## src/rtl/vec_mem_pkg.sv

```systemverilog
`default_nettype none
// +----------------------------------------------------------------------------+
// | Module   : vec_mem_pkg                                                     |
// | Purpose  : Shared constants, FSM state type and helper function for the    |
// |            activation-memory vector address sequencer.                     |
// | Contents : NUM_VEC/MAIN_DEPTH/OVF_DEPTH defaults, OVF_BASE, TOTAL_ELEMS,    |
// |            VEC_W, seq_state_t, vec_w().                                    |
// | Revision : 1.0  initial release                                            |
// +----------------------------------------------------------------------------+
package vec_mem_pkg;

    localparam int NUM_VEC_DEF    = 3;
    localparam int MAIN_DEPTH_DEF = 256;
    localparam int OVF_DEPTH_DEF  = 8;

    // First address of the packed overflow region (directly after all main slices).
    localparam int OVF_BASE    = NUM_VEC_DEF * MAIN_DEPTH_DEF;
    // Highest legal element index is TOTAL_ELEMS-1.
    localparam int TOTAL_ELEMS = MAIN_DEPTH_DEF + OVF_DEPTH_DEF;

    // Vector-id width; never narrower than one bit so a single-vector build still has a port.
    function automatic int vec_w(input int n);
        return (n > 1) ? $clog2(n) : 1;
    endfunction

    localparam int VEC_W = vec_w(NUM_VEC_DEF);

    typedef enum logic [0:0] {
        ST_IDLE = 1'b0,
        ST_RUN  = 1'b1
    } seq_state_t;

endpackage
`default_nettype wire

```

## src/rtl/vec_loc_map.sv

```systemverilog
`default_nettype none
// +----------------------------------------------------------------------------+
// | Module   : vec_loc_map                                                     |
// | Purpose  : Combinational (element index, vector id) -> physical address.   |
// |            Indices below MAIN_DEPTH live in the vector's main slice;       |
// |            the rest live in the vector's slot of the overflow region.      |
// | Ports    : i_idx  [IDX_W:0]    element index                              |
// |            i_vec  [VEC_W-1:0]  vector id                                  |
// |            o_addr [ADDR_W-1:0] physical RAM address                       |
// | Revision : 1.0  initial release                                            |
// +----------------------------------------------------------------------------+
module vec_loc_map #(
    parameter int ADDR_W     = 10,
    parameter int IDX_W      = 9,
    parameter int VEC_W      = 2,
    parameter int NUM_VEC    = 3,
    parameter int MAIN_DEPTH = 256,
    parameter int OVF_DEPTH  = 8
) (
    input  logic [IDX_W:0]    i_idx,
    input  logic [VEC_W-1:0]  i_vec,
    output logic [ADDR_W-1:0] o_addr
);

    localparam logic [IDX_W:0]    c_MAIN_IDX   = (IDX_W+1)'(MAIN_DEPTH);
    localparam logic [ADDR_W-1:0] c_MAIN_A     = ADDR_W'(MAIN_DEPTH);
    localparam logic [ADDR_W-1:0] c_OVF_A      = ADDR_W'(OVF_DEPTH);
    localparam logic [ADDR_W-1:0] c_OVF_BASE_A = ADDR_W'(NUM_VEC * MAIN_DEPTH);

    logic [ADDR_W-1:0] w_vec_a;
    logic [ADDR_W-1:0] w_idx_a;
    logic [ADDR_W-1:0] w_ovf_off;

    assign w_vec_a   = ADDR_W'(i_vec);
    assign w_idx_a   = ADDR_W'(i_idx);
    assign w_ovf_off = w_idx_a - c_MAIN_A;

    always_comb begin
        o_addr = '0;
        if (i_idx < c_MAIN_IDX) begin
            o_addr = w_vec_a * c_MAIN_A + w_idx_a;
        end else begin
            o_addr = c_OVF_BASE_A + w_vec_a * c_OVF_A + w_ovf_off;
        end
    end

endmodule
`default_nettype wire

```

## src/rtl/vec_addr_seq.sv

```systemverilog
`default_nettype none
// +----------------------------------------------------------------------------+
// | Module   : vec_addr_seq                                                    |
// | Purpose  : Accepts (vec_a, vec_b, start, len) commands and streams one     |
// |            physical address pair per cycle to the dual-port activation    |
// |            RAM over a valid/ready handshake. Illegal commands produce a   |
// |            one-cycle cmd_err pulse and no addresses.                      |
// | Ports    : clk, rst_n (synchronous, active-low)                            |
// |            cmd_valid/cmd_ready, cmd_vec_a, cmd_vec_b, cmd_start, cmd_len,  |
// |            [cmd_stride], cmd_err                                           |
// |            addr_valid/addr_ready, addr_a, addr_b, addr_idx, addr_last      |
// | Config   : VEC_ADDR_SEQ_STRIDE_EN adds cmd_stride (stride 0 rejected);     |
// |            otherwise the stride is fixed at 1.                            |
// | Revision : 1.0  initial release                                            |
// +----------------------------------------------------------------------------+
module vec_addr_seq
    import vec_mem_pkg::*;
#(
    parameter int ADDR_W     = 10,
    parameter int IDX_W      = 9,
    parameter int NUM_VEC    = NUM_VEC_DEF,
    parameter int MAIN_DEPTH = MAIN_DEPTH_DEF,
    parameter int OVF_DEPTH  = OVF_DEPTH_DEF
) (
    input  logic                        clk,
    input  logic                        rst_n,
    input  logic                        cmd_valid,
    output logic                        cmd_ready,
    input  logic [vec_w(NUM_VEC)-1:0]   cmd_vec_a,
    input  logic [vec_w(NUM_VEC)-1:0]   cmd_vec_b,
    input  logic [IDX_W-1:0]            cmd_start,
    input  logic [IDX_W-1:0]            cmd_len,
`ifdef VEC_ADDR_SEQ_STRIDE_EN
    input  logic [IDX_W-1:0]            cmd_stride,
`endif
    output logic                        cmd_err,
    output logic                        addr_valid,
    input  logic                        addr_ready,
    output logic [ADDR_W-1:0]           addr_a,
    output logic [ADDR_W-1:0]           addr_b,
    output logic [IDX_W-1:0]            addr_idx,
    output logic                        addr_last
);

    localparam int c_VEC_W = vec_w(NUM_VEC);
    localparam int c_TOTAL = MAIN_DEPTH + OVF_DEPTH;

    localparam logic [IDX_W-1:0]   c_ONE     = IDX_W'(1);
    localparam logic [IDX_W-1:0]   c_TWO     = IDX_W'(2);
    localparam logic [c_VEC_W:0]   c_NUM_VEC = (c_VEC_W+1)'(NUM_VEC);

    seq_state_t r_state;
    seq_state_t w_state_nxt;

    logic [c_VEC_W-1:0] r_vec_a;
    logic [c_VEC_W-1:0] r_vec_b;
    logic [IDX_W:0]     r_idx;
    logic [IDX_W-1:0]   r_rem;
    logic [ADDR_W-1:0]  r_addr_a;
    logic [ADDR_W-1:0]  r_addr_b;
    logic               r_addr_valid;
    logic               r_addr_last;
    logic               r_cmd_err;

    logic               w_cmd_ready;
    logic               w_accept;
    logic               w_reject;
    logic               w_beat;
    logic               w_bad;
    logic               w_end_bad;
    logic               w_stride_bad;
    logic               w_vec_bad;
    logic [IDX_W-1:0]   w_len_m1;
    logic [IDX_W:0]     w_stride_ext;
    logic [IDX_W:0]     w_idx_nxt;
    logic [IDX_W:0]     w_map_idx;
    logic [c_VEC_W-1:0] w_map_va;
    logic [c_VEC_W-1:0] w_map_vb;
    logic [ADDR_W-1:0]  w_map_a;
    logic [ADDR_W-1:0]  w_map_b;

    // ---------------- command validation ----------------
    // len-1 is only meaningful when len != 0; len == 0 is rejected separately.
    assign w_len_m1  = cmd_len - c_ONE;
    assign w_vec_bad = ({1'b0, cmd_vec_a} >= c_NUM_VEC) || ({1'b0, cmd_vec_b} >= c_NUM_VEC);

`ifdef VEC_ADDR_SEQ_STRIDE_EN
    logic [IDX_W-1:0]   r_stride;
    logic [2*IDX_W-1:0] w_span;
    logic [2*IDX_W:0]   w_end;

    // Full-width product so a large stride cannot wrap back into range.
    assign w_span       = (2*IDX_W)'(w_len_m1) * (2*IDX_W)'(cmd_stride);
    assign w_end        = (2*IDX_W+1)'(cmd_start) + (2*IDX_W+1)'(w_span);
    assign w_end_bad    = (w_end >= (2*IDX_W+1)'(c_TOTAL));
    assign w_stride_bad = (cmd_stride == '0);
    assign w_stride_ext = {1'b0, r_stride};

    always_ff @(posedge clk) begin
        if (!rst_n) begin
            r_stride <= '0;
        end else if (w_accept) begin
            r_stride <= cmd_stride;
        end
    end
`else
    logic [IDX_W:0] w_end;

    // One extra bit keeps start + len - 1 from wrapping.
    assign w_end        = {1'b0, cmd_start} + {1'b0, w_len_m1};
    assign w_end_bad    = (w_end >= (IDX_W+1)'(c_TOTAL));
    assign w_stride_bad = 1'b0;
    assign w_stride_ext = (IDX_W+1)'(1);
`endif

    assign w_bad = (cmd_len == '0) || w_vec_bad || w_end_bad || w_stride_bad;

    // ---------------- FSM ----------------
    always_ff @(posedge clk) begin
        if (!rst_n) begin
            r_state <= ST_IDLE;
        end else begin
            r_state <= w_state_nxt;
        end
    end

    always_comb begin
        w_state_nxt = r_state;
        w_cmd_ready = 1'b0;
        w_accept    = 1'b0;
        w_reject    = 1'b0;
        w_beat      = 1'b0;
        case (r_state)
            ST_IDLE: begin
                w_cmd_ready = 1'b1;
                if (cmd_valid) begin
                    if (w_bad) begin
                        w_reject = 1'b1;
                    end else begin
                        w_accept    = 1'b1;
                        w_state_nxt = ST_RUN;
                    end
                end
            end
            ST_RUN: begin
                if (addr_ready) begin
                    w_beat = 1'b1;
                    if (r_addr_last) begin
                        w_state_nxt = ST_IDLE;
                    end
                end
            end
            default: w_state_nxt = ST_IDLE;
        endcase
    end

    // ---------------- address generation ----------------
    // In IDLE the mappers see the incoming command so the first pair is ready
    // at accept; in RUN they see the next index so the output register can
    // advance in the same cycle as the handshake.
    assign w_idx_nxt = r_idx + w_stride_ext;
    assign w_map_idx = (r_state == ST_IDLE) ? {1'b0, cmd_start} : w_idx_nxt;
    assign w_map_va  = (r_state == ST_IDLE) ? cmd_vec_a : r_vec_a;
    assign w_map_vb  = (r_state == ST_IDLE) ? cmd_vec_b : r_vec_b;

    vec_loc_map #(
        .ADDR_W     (ADDR_W),
        .IDX_W      (IDX_W),
        .VEC_W      (c_VEC_W),
        .NUM_VEC    (NUM_VEC),
        .MAIN_DEPTH (MAIN_DEPTH),
        .OVF_DEPTH  (OVF_DEPTH)
    ) u_map_a (
        .i_idx  (w_map_idx),
        .i_vec  (w_map_va),
        .o_addr (w_map_a)
    );

    vec_loc_map #(
        .ADDR_W     (ADDR_W),
        .IDX_W      (IDX_W),
        .VEC_W      (c_VEC_W),
        .NUM_VEC    (NUM_VEC),
        .MAIN_DEPTH (MAIN_DEPTH),
        .OVF_DEPTH  (OVF_DEPTH)
    ) u_map_b (
        .i_idx  (w_map_idx),
        .i_vec  (w_map_vb),
        .o_addr (w_map_b)
    );

    always_ff @(posedge clk) begin
        if (!rst_n) begin
            r_vec_a      <= '0;
            r_vec_b      <= '0;
            r_idx        <= '0;
            r_rem        <= '0;
            r_addr_a     <= '0;
            r_addr_b     <= '0;
            r_addr_valid <= 1'b0;
            r_addr_last  <= 1'b0;
            r_cmd_err    <= 1'b0;
        end else begin
            r_cmd_err <= w_reject;
            if (w_accept) begin
                r_vec_a      <= cmd_vec_a;
                r_vec_b      <= cmd_vec_b;
                r_idx        <= {1'b0, cmd_start};
                r_rem        <= cmd_len;
                r_addr_a     <= w_map_a;
                r_addr_b     <= w_map_b;
                r_addr_valid <= 1'b1;
                r_addr_last  <= (cmd_len == c_ONE);
            end else if (w_beat) begin
                if (r_addr_last) begin
                    r_addr_valid <= 1'b0;
                    r_addr_last  <= 1'b0;
                end else begin
                    r_idx       <= w_idx_nxt;
                    r_rem       <= r_rem - c_ONE;
                    r_addr_a    <= w_map_a;
                    r_addr_b    <= w_map_b;
                    r_addr_last <= (r_rem == c_TWO);
                end
            end
        end
    end

    assign cmd_ready  = w_cmd_ready;
    assign cmd_err    = r_cmd_err;
    assign addr_valid = r_addr_valid;
    assign addr_a     = r_addr_a;
    assign addr_b     = r_addr_b;
    assign addr_idx   = r_idx[IDX_W-1:0];
    assign addr_last  = r_addr_last;

endmodule
`default_nettype wire

```

## config.mk

```make
export PLATFORM = sky130hd
export DESIGN_NAME = vec_addr_seq
export DESIGN_NICKNAME = d
export VERILOG_FILES = /design/src/rtl/vec_mem_pkg.sv /design/src/rtl/vec_loc_map.sv /design/src/rtl/vec_addr_seq.sv
export SDC_FILE = /design/constraint.sdc
export NUM_CORES = 1
export LEC_CHECK = 0
export CORE_ASPECT_RATIO = 0.9
export CORE_MARGIN = 2
export CORE_UTILIZATION = 25
export DETAILED_ROUTE_END_ITERATION = 10
export PLACE_DENSITY = 0.49
export SLEW_MARGIN = 20
export SYNTH_ARGS = -nofsm -noshare
export SYNTH_HDL_FRONTEND = slang
export SYNTH_SLANG_ARGS = --single-unit
```

## constraint.sdc

```tcl
create_clock -name clk -period 2.8 [get_ports clk]
set_input_delay 0.28 -clock clk [delete_from_list [all_inputs] [get_ports clk]]
set_output_delay 0.28 -clock clk [all_outputs]
set_load 0.01 [all_outputs]
```

Yosys cells after proc, flatten, opt, wreduce, memory -nomap -nowiden
Cells that the tools add are included.

$add $sub $neg: 11. $lt $le $gt $ge: 4. Equal/unequal tests: 3. Multiplexer cells: 33. Bitwise operators: 4. Reductions and logical operators: 11.

Operators by type and width (number): two-way mux 10 bit (9); two-way mux 9 bit (6); adder 10 bit (4); adder 9 x 6 -> 10 bit, first input constant (2); subtractor 9 x 1 -> 9 bit, second input constant (2); two-way mux 1 bit (15); adder 10 x 1 -> 10 bit, second input constant (1); adder 9 x 9 -> 10 bit (1); greater-or-equal comparator 10 x 9 -> 1 bit, second input constant (1); < comparator 10 x 9 -> 1 bit, second input constant (1); subtractor 10 x 9 -> 10 bit, second input constant (1); == test 9 x 1 -> 1 bit, second input constant (1); == test 9 x 2 -> 1 bit, second input constant (1); logical NOT 9 bit (1); AND reduction 2 bit (3); greater-or-equal comparator 2 bit, second input constant (2); two-way mux 2 bit (2); NOT 1 bit (4); nonzero test 2 bit (2); logical OR 1 bit (3); OR reduction 3 bit (1); inequality test 2 x 1 -> 1 bit, second input constant (1); one-hot mux 1 bit (2 select lines) (1); OR reduction 2 bit (1).

Register bits: 47. Input bits: 26. Output and inout port bits: 33. Logic and storage cells: 77.

Logic depth before layout (Yosys ltp)
Gate-level depths: netlist of the first run.

Word-level depth: 9. Depth in mapped cells: 15. Mapped depth without buffers: 13.

Hierarchy
A second synthesis of the first run with hierarchy kept.

Cells, all modules: 411. Area total of the unflattened synthesis: 3425.8 um2.

By module, submodules not included: vec_addr_seq (instances 1, cells an instance 350, area an instance 2917.8 um2, seq. area each 940.9 um2); vec_loc_map (u_map_b) (instances 1, cells an instance 30, area an instance 265.3 um2, seq. area each 0.0 um2); vec_loc_map (u_map_a) (instances 1, cells an instance 31, area an instance 242.7 um2, seq. area each 0.0 um2).

Least setup slack after synthesis of the first run
Ideal clock, no wire load.

Path kind: input -> register. Start: input port cmd_len[2]. End: register r_addr_a[4] (netlist: addr_a[4]). Library setup time: 0.116 ns. Arrival: 2.928 ns. Required time: 2.684 ns. Slack: -0.244 ns. Stages: 14. Buffers on the path: 2. Cell sequence: nor4_1 > nand2b_1 > nor3_1 > xor2_1 > ha_1 > clkbuf_1 > a21oi_1 > o21ai_0 > a221o_1 > nand3b_4 > o21ai_2 > buf_2 > o221ai_1 > o211a_1.

Longest elaborated chain between the ends: 9. Elaborated cells on any way between the ends: 13. Classes of those cells: add/sub (2); order compare (1); eq/ne (1); mux (4); reduce/logical (5).

Ends and longest elaborated chain: start, declared (line vec_addr_seq.sv:32) `input logic [IDX_W-1:0] cmd_len,`; subtractor 9 x 1 -> 9 bit (line vec_addr_seq.sv:84) `assign w_len_m1 = cmd_len - c_ONE;`; adder 9 x 9 -> 10 bit (line vec_addr_seq.sv:110) `assign w_end = {1'b0, cmd_start} + {1'b0, w_len_m1};`; greater-or-equal comparator 10 x 9 -> 1 bit (line vec_addr_seq.sv:111) `assign w_end_bad = (w_end >= (IDX_W+1)'(c_TOTAL));`; logical OR 1 bit * (line vec_addr_seq.sv:116) `assign w_bad = (cmd_len == '0) || w_vec_bad || w_end_bad || w_stride_bad;`; two-way mux 1 bit * (line vec_addr_seq.sv:137) `if (w_bad) begin`; two-way mux 1 bit * (line vec_addr_seq.sv:136) `if (cmd_valid) begin`; two-way mux 1 bit * (line vec_addr_seq.sv:133) `case (r_state)`; inequality test 2 x 1 -> 1 bit (no line) / nonzero test 2 bit (equally long branches); AND reduction 2 bit (no line); end signal, assigned (line vec_addr_seq.sv:210) `r_addr_a <= w_map_a;`; end signal, assigned (line vec_addr_seq.sv:221) `r_addr_a <= w_map_a;`; end, declared (line vec_addr_seq.sv:59) `logic [ADDR_W-1:0] r_addr_a;`.

Every way passes the cells marked *; elsewhere a longest branch is shown, timed or not. A chain may end at the register's enable or synchronous reset.

Worst setup path after layout of the first run
Start: input port cmd_start[1]. End: register r_addr_a[0] (netlist: addr_a[0]).

Longest elaborated chain between the ends: 8. Elaborated cells on any way between the ends: 15. Classes of those cells: add/sub (1); order compare (2); eq/ne (1); mux (8); reduce/logical (3).

Ends and longest elaborated chain: start, declared (line vec_addr_seq.sv:31) `input logic [IDX_W-1:0] cmd_start,`; adder 9 x 9 -> 10 bit (line vec_addr_seq.sv:110); greater-or-equal comparator 10 x 9 -> 1 bit (line vec_addr_seq.sv:111); logical OR 1 bit (line vec_addr_seq.sv:116); two-way mux 1 bit (line vec_addr_seq.sv:137); two-way mux 1 bit (line vec_addr_seq.sv:136); two-way mux 1 bit (line vec_addr_seq.sv:133); inequality test 2 x 1 -> 1 bit (no line) / nonzero test 2 bit (equally long branches); AND reduction 2 bit (no line).

Parallel ways exist; a longest one is shown, timed or not. The select of a mux whose other input is x is not followed.

==> results of run 1 <==
## cell usage in the layout (no fill, tap or decap), drive strengths merged, types with 10 or more instances in the layout
| cell | synthesis | layout |
|---|---|---|
| nand3 | 11 | 11 |
| o211a | 10 | 10 |
| mux2i | 15 | 15 |
| ha | 22 | 22 |
| nand2 | 41 | 41 |
| clkdlybuf4s50 | 0 | 49 |
| dfxtp | 44 | 44 |
| inv | 21 | 21 |
| nor2 | 26 | 27 |
| buf | 24 | 95 |
| xnor2 | 26 | 26 |
| o21ai | 39 | 39 |
| o311a | 18 | 18 |
| xor2 | 15 | 15 |
## repair_timing
item                                    in CTS  in global routing
hold buffers                                 0                  0
buffers inserted                            14                  0
gates resized for setup                     79                 35
pin swaps                                   46                 31
endpoints found under the setup margin      44                 44
cloned                                       3                  1
## state kept, by name, indices dropped and copies added, names as in the netlist
| register | count |
|---|---|
| addr_a | 10 |
| r_vec_b | 2 |
| addr_last | 1 |
| r_idx | 10 |
| r_state | 1 |
| addr_b | 7 |
| r_vec_a | 2 |
| r_rem | 9 |
| addr_valid | 1 |
| cmd_err | 1 |
## path summary, 6_finish.rpt
| check | end | cells past startpoint | startpoint | slack, ns |
|---|---|---|---|---|
| max | addr_a[0] | 14 | cmd_start[1] | -0.01 |
| min | r_rem[5] | 3 | cmd_len[5] | 0.36 |
| max reg2reg | addr_b[9] | 9 | r_idx[1] | 0.18 |
| min reg2reg | addr_b[9] | 2 | addr_b[9] | 0.46 |
## area by class of cell
type / count / share of cell area [%]
clock inverter: 2 / 0.6935
tap: 193 / 4.318
sequential: 44 / 15.75
inverter: 21 / 1.454
multi-input combinational: 320 / 49.87
timing repair buffer: 146 / 25.44
clock buffer: 6 / 2.483
## cells by family after synthesis
family | share of synthesized area, %
fa+ha+maj | 9.306
simple gates | 18.30
buf+inv | 8.576
xor+xnor | 9.965
compound gates | 24.31
flops | 24.44
mux | 5.104
## worst reg2reg max path: stages (launching register included)
cell and delay [ns]:
dfxtp_1 0.40, ha_1 0.27, nand3_2 0.14, buf_4 0.18, or3_1 0.36, a31oi_1 0.36, nand3_1 0.20, and3_1 0.23
o21ai_0 0.22, a32oi_1 0.13
## layer usage
layer  global-route usage, %  wire length [um]
met5                       0                 0
met2                   26.14              5658
met1                   19.80              5183
met3                   2.045               406
met4                   2.726                86
## power by group through the flow
stage	registers, mW	clock network [mW]	logic [mW]
floorplan	0.757	0	0.574
global placement	0.756	0	0.960
detailed placement	0.758	0	0.969
CTS	0.744	0.725	1.13
global route	0.752	0.752	1.27
finish	0.743	0.719	1.16
## per-stage QoR
stage / instance area (sq um) / hold slack [ns]
5_1_grt: 5593 / 0.3661
4_1_cts: 5444 / 0.3664
2_1_floorplan: 3676 / 0.4221
3_5_place_dp: 4845 / 0.4484
6_report: 5593 / 0.3575
3_3_place_gp: 4845 / 0.4420
==> results_dict.tcl, run 1 <==
set metrics [dict create \
    worst_path_max_delay_cell "clkdlybuf4s50_1" \
    core_area_sq_mm 0.01406 \
    yosysMostFrequentCell "dfxtp_1" \
    ys.flop_type "dfxtp_1" \
    path_delay_family "buffers and inverters" \
    fillers 1411 \
    clock-root-buffer "clkbuf_16" \
    finalCriticalPeriod_ns 2.814 \
    status "finished with violations" \
    netlist_area_sq_mm 0.003603 \
    h-tree-depth 2 \
    required_ns 2.99 \
    path_cells "clkdlybuf4s50_1 > inv_1 > fa_2 > nor2b_4 > o2111ai_2 > buf_4 > a31o_4 > o211ai_1 > buf_4 > o21a_1 > buf_12 > o21ai_4 > buf_6 > o211a_1" \
    arrival_ns 3.00 \
    violations "negative setup slack" \
    setup_tns_ns -0.03389 \
    p_per_area_mw_per_mm2 469.6 \
    fp.dieH_um 117.9 \
    area_growth_pct 55.21 \
    viasPerCell 4.788 \
    finalHoldViolations 0 \
    cts_tree "yes" \
    seqPwrFrac_pct 28.3 \
    setup_viol 3 \
    synth_area_leaders "dfxtp_1 24%, ha_1 7.6%, xnor2_1 6.3%" \
    synthesis.nets 473 \
    hold_class "in -> reg" \
    wl_per_cell_um 15.48 \
    drc 0 \
    initial_core_util_pct 25.64 \
    drtIter0Drc 173 \
    antenna_found_initial 0 \
    preCtsSetupSlack_ns -0.8552 \
    clock_power_share_pct 27.4 \
    track_usage_pct 15.02 \
    slowest_delay_ns 0.50 \
    dpl.hpwl_mm 8.665 \
    ir_drop_mv 0.2396 \
    yosysTopAreaCellShare_pct 24.44 \
    path_clk_slew_ns 0.07 \
    grt_pass1_wl_mm 18.31 \
    routed_wl_mm 11.33 \
    num-nets-final 589 \
    ant_nets 0 \
    seq_area_frac_synth_pct 24.44 \
    path_common_cell "buf_4" \
    start_kind "input pin" \
    synth.avg_cell_area_sq_um 8.539 \
    max-cap-violations 0 \
    swShare_pct 32.87 \
    fin_ws_ns -0.01387 \
    dp.cells 708 \
    crit_type "in -> reg" \
    slew_headroom_pct 49.43 \
    period_share_pct 100.5 \
    grt_overflow 0 \
    synth_top_cell_by_area "dfxtp_1" \
    cp_max_fo 8 \
    tightest_slew_ns 0.7585 \
    synth_edf_count 0 \
    diodes 0 \
    ys_top_cells_by_count "44 x dfxtp_1, 41 x nand2_1, 27 x o21ai_1" \
    async_flop_share_pct 0 \
    synthDistinctLibCells 67 \
    leakagePower_nw 2.263 \
    cp-end-kind "flip-flop" \
    ys_ff_latch 44 \
    stdcell_count 732 \
    cts_max_path_buffers 2 \
    yosysWarningCount 0 \
    pin_count 59 \
    drv_slew 0 \
    combPwrFrac_pct 44.3 \
    die_area_sq_mm 0.01539 \
    fin_util_pct 39.79 \
    gp_congestion 0.8260 \
    grt_max_degree 41 \
    num_vias 3505 \
    numCtsBuffers 5 \
    total_power_mw 2.627 \
    drt_first_pass_iters 4 \
    clk_latency_ns 0.30 \
    grt_pass1_vias 3550 \
    rsz0062_at_grt "yes" \
    fin_skew_ns 0.009169 \
    drive_above_1_share_pct 32.84 \
    multi_input_area_sq_mm 0.002789 \
    io_buffers 58 \
    path_buf_inv 6 \
    p_sw_mw 0.8633 \
    internal_power_mw 1.763 \
    fmax_mhz 355.4 \
    syn_inst 422 \
    cts_sinks 44 \
    fp-row-count 41 \
    ff_latch_area_sq_um 880.8 \
    fp.dieW_um 130.6 \
]
No activity file was read; power rests on OpenSTA's default activity.
==> run 2: changes to the inputs <==
CAP_MARGIN = 20   (was default)
==> results of run 2 <==
The final DEF is identical to that of run 1; final timing and power are the same.
==> run 3: changes to the inputs <==
MAX_ROUTING_LAYER = met4   (was default)
SETUP_SLACK_MARGIN = 0.5   (was default)
==> run 3 against run 2 <==
Against the previous run:
- the run still ends with negative setup slack left
- critical endpoint is now r_idx[4]
- global-route usage is 1.3 points higher
- total power is 2.6% higher
- first-iteration DRC count is 18% higher
- sequential share of layout area is 0.48 points lower
==> results_dict.tcl, run 3 (synthesized netlist as in run 1, its figures left out) <==
set metrics [dict create \
    status "finished with violations" \
    violations "negative setup slack" \
    startpoint "cmd_len[5]" \
    rr_worst_depth 10 \
    wl_per_cell_um 16.00 \
    cts_sinks 44 \
    path_buf_inv 5 \
    num_vias 3640 \
    drt_first_pass_iters 5 \
    required_ns 2.97 \
    most-common-layout-cells "67 x buf_4, 48 x clkdlybuf4s50_1, 44 x dfxtp_1" \
    diodes 0 \
    finalHoldViolations 0 \
    num-nets-final 601 \
    dpl.hpwl_mm 8.743 \
    path_clk_slew_ns 0.07 \
    grt_max_degree 42 \
    path_cells "buf_6 > nor4_4 > buf_4 > buf_6 > nand2_4 > xnor2_4 > ha_4 > nand2_4 > nand4_1 > a21oi_1 > a2111o_1 > o21a_1 > buf_12 > bufbuf_16 > o311a_1" \
    drtIter0Drc 205 \
    hold_ws_ns 0.3653 \
    drive_above_1_share_pct 34.12 \
    max-cap-violations 0 \
    finalCriticalPeriod_ns 2.849 \
    core_area_sq_mm 0.01406 \
    numCtsBuffers 5 \
    start_kind "input pin" \
    fp-row-count 41 \
    cts_max_path_buffers 2 \
    grt_pass1_wl_mm 19.11 \
    path_delay_family "compound AO/OA/AOI/OAI gates" \
    leakagePower_nw 2.387 \
    routed_wl_mm 11.90 \
    reg2reg_slack_ns 0.07 \
    cts_tree "yes" \
    h-tree-depth 2 \
    drv_slew 0 \
    clk_latency_ns 0.29 \
    period_share_pct 101.8 \
    worst_path_max_delay_cell "a2111o_1" \
    dp.cells 709 \
    crit_path_end "r_idx[4]" \
    grt_overflow 0 \
    area_growth_pct 60.07 \
    viasPerCell 4.892 \
    slew_headroom_pct 43.61 \
    gp_congestion 0.8603 \
    stdcell_count 744 \
    clock-root-buffer "clkbuf_16" \
    hp-start "cmd_len[5]" \
    fp.dieH_um 117.9 \
    cp-end-kind "flip-flop" \
    ctsHoldBuffers 0 \
    cp.depth 15 \
    final_common_cell "buf_4" \
    setup_viol 4 \
    ir_drop_mv 0.2724 \
    fmax_mhz 351.0 \
    total_power_mw 2.696 \
    fin_skew_ns 0.005166 \
    fp.dieW_um 130.6 \
    grt_pass1_vias 3621 \
    ant_nets 0 \
    slowest_delay_ns 0.42 \
    hold_class "in -> reg" \
    drc 0 \
    pin_count 59 \
    rr_startpoint "r_idx[1]" \
    initial_core_util_pct 25.64 \
    p_per_area_mw_per_mm2 467.4 \
    crit_type "in -> reg" \
    fin_ws_ns -0.04910 \
    antenna_found_initial 0 \
    r2r-end "addr_a[7]" \
    arrival_ns 3.02 \
    track_usage_pct 16.30 \
    io_buffers 58 \
    die_area_sq_mm 0.01539 \
    cp_max_fo 7 \
    tightest_slew_ns 0.8458 \
    rsz0062_at_grt "yes" \
]
-- run 3: worst min-delay path: cells and delay by family --
kind,cells,cell delay [ns]
buffers and inverters,2,0.19
AOI/OAI and AO/OA,1,0.15
-- run 3: cell type report --
class | count | area, sq um
Clock inverter | 1 | 30.03
Sequential cell | 44 | 880.8
Multi-Input combinational cell | 320 | 2799
Timing Repair Buffer | 158 | 1580
Inverter | 21 | 83.83
Tap cell | 193 | 241.5
Clock buffer | 7 | 152.6
Fill cell | 1401 | 8288
-- run 3: how the worst min path moves through the flow --
stage | to | slack [ns] | cells past startpoint
after CTS | r_rem[5] | 0.37 | 3
after global placement | r_vec_a[0] | 0.44 | 2
after floorplan | r_vec_a[0] | 0.42 | 2
after detailed placement | addr_b[9] | 0.45 | 2
after global routing | r_rem[5] | 0.36 | 3
final | r_rem[5] | 0.37 | 3
-- run 3: stage by stage --
| stage | instance area (sq um) | setup WS [ns] | utilization, % | setup TNS (ns) |
|---|---|---|---|---|
| 2_1_floorplan | 3714 | -0.09510 | - | -0.5197 |
| 3_5_place_dp | 4885 | -1.025 | 34.75 | -39.30 |
| 4_1_cts | 5544 | -0.1131 | 39.44 | -1.510 |
| 5_1_grt | 5768 | -0.2034 | 41.04 | -5.262 |
| 3_3_place_gp | 4885 | -0.9554 | 34.75 | -36.83 |
| 6_report | 5768 | -0.04910 | 41.04 | -0.09303 |
-- run 3: per-layer routing --
metal	vias to the layer above	global-route usage, %	routed length [um]
li1	1777	-	-
met3	7	1.955	362
met4	0	3.125	105
met1	1758	22.02	5680
met2	98	26.33	5755
met5	-	-	0
-- run 3: repair_timing --
| item | CTS | global route |
|---|---|---|
| resized for setup | 81 | 35 |
| gates cloned | 6 | 0 |
| hold endpoints to repair | 0 | 0 |
| pin swaps | 33 | 18 |
| setup buffers | 18 | 3 |
| endpoints found under the setup margin | 44 | 44 |
-- run 3: power breakdown --
group / switching [mW] / leakage [nW] / internal [mW]
combinational: 0.570 / 1.94 / 0.657
sequential: 0.0466 / 0.359 / 0.688
clock: 0.263 / 0.0901 / 0.471
total: 0.880 / 2.39 / 1.82
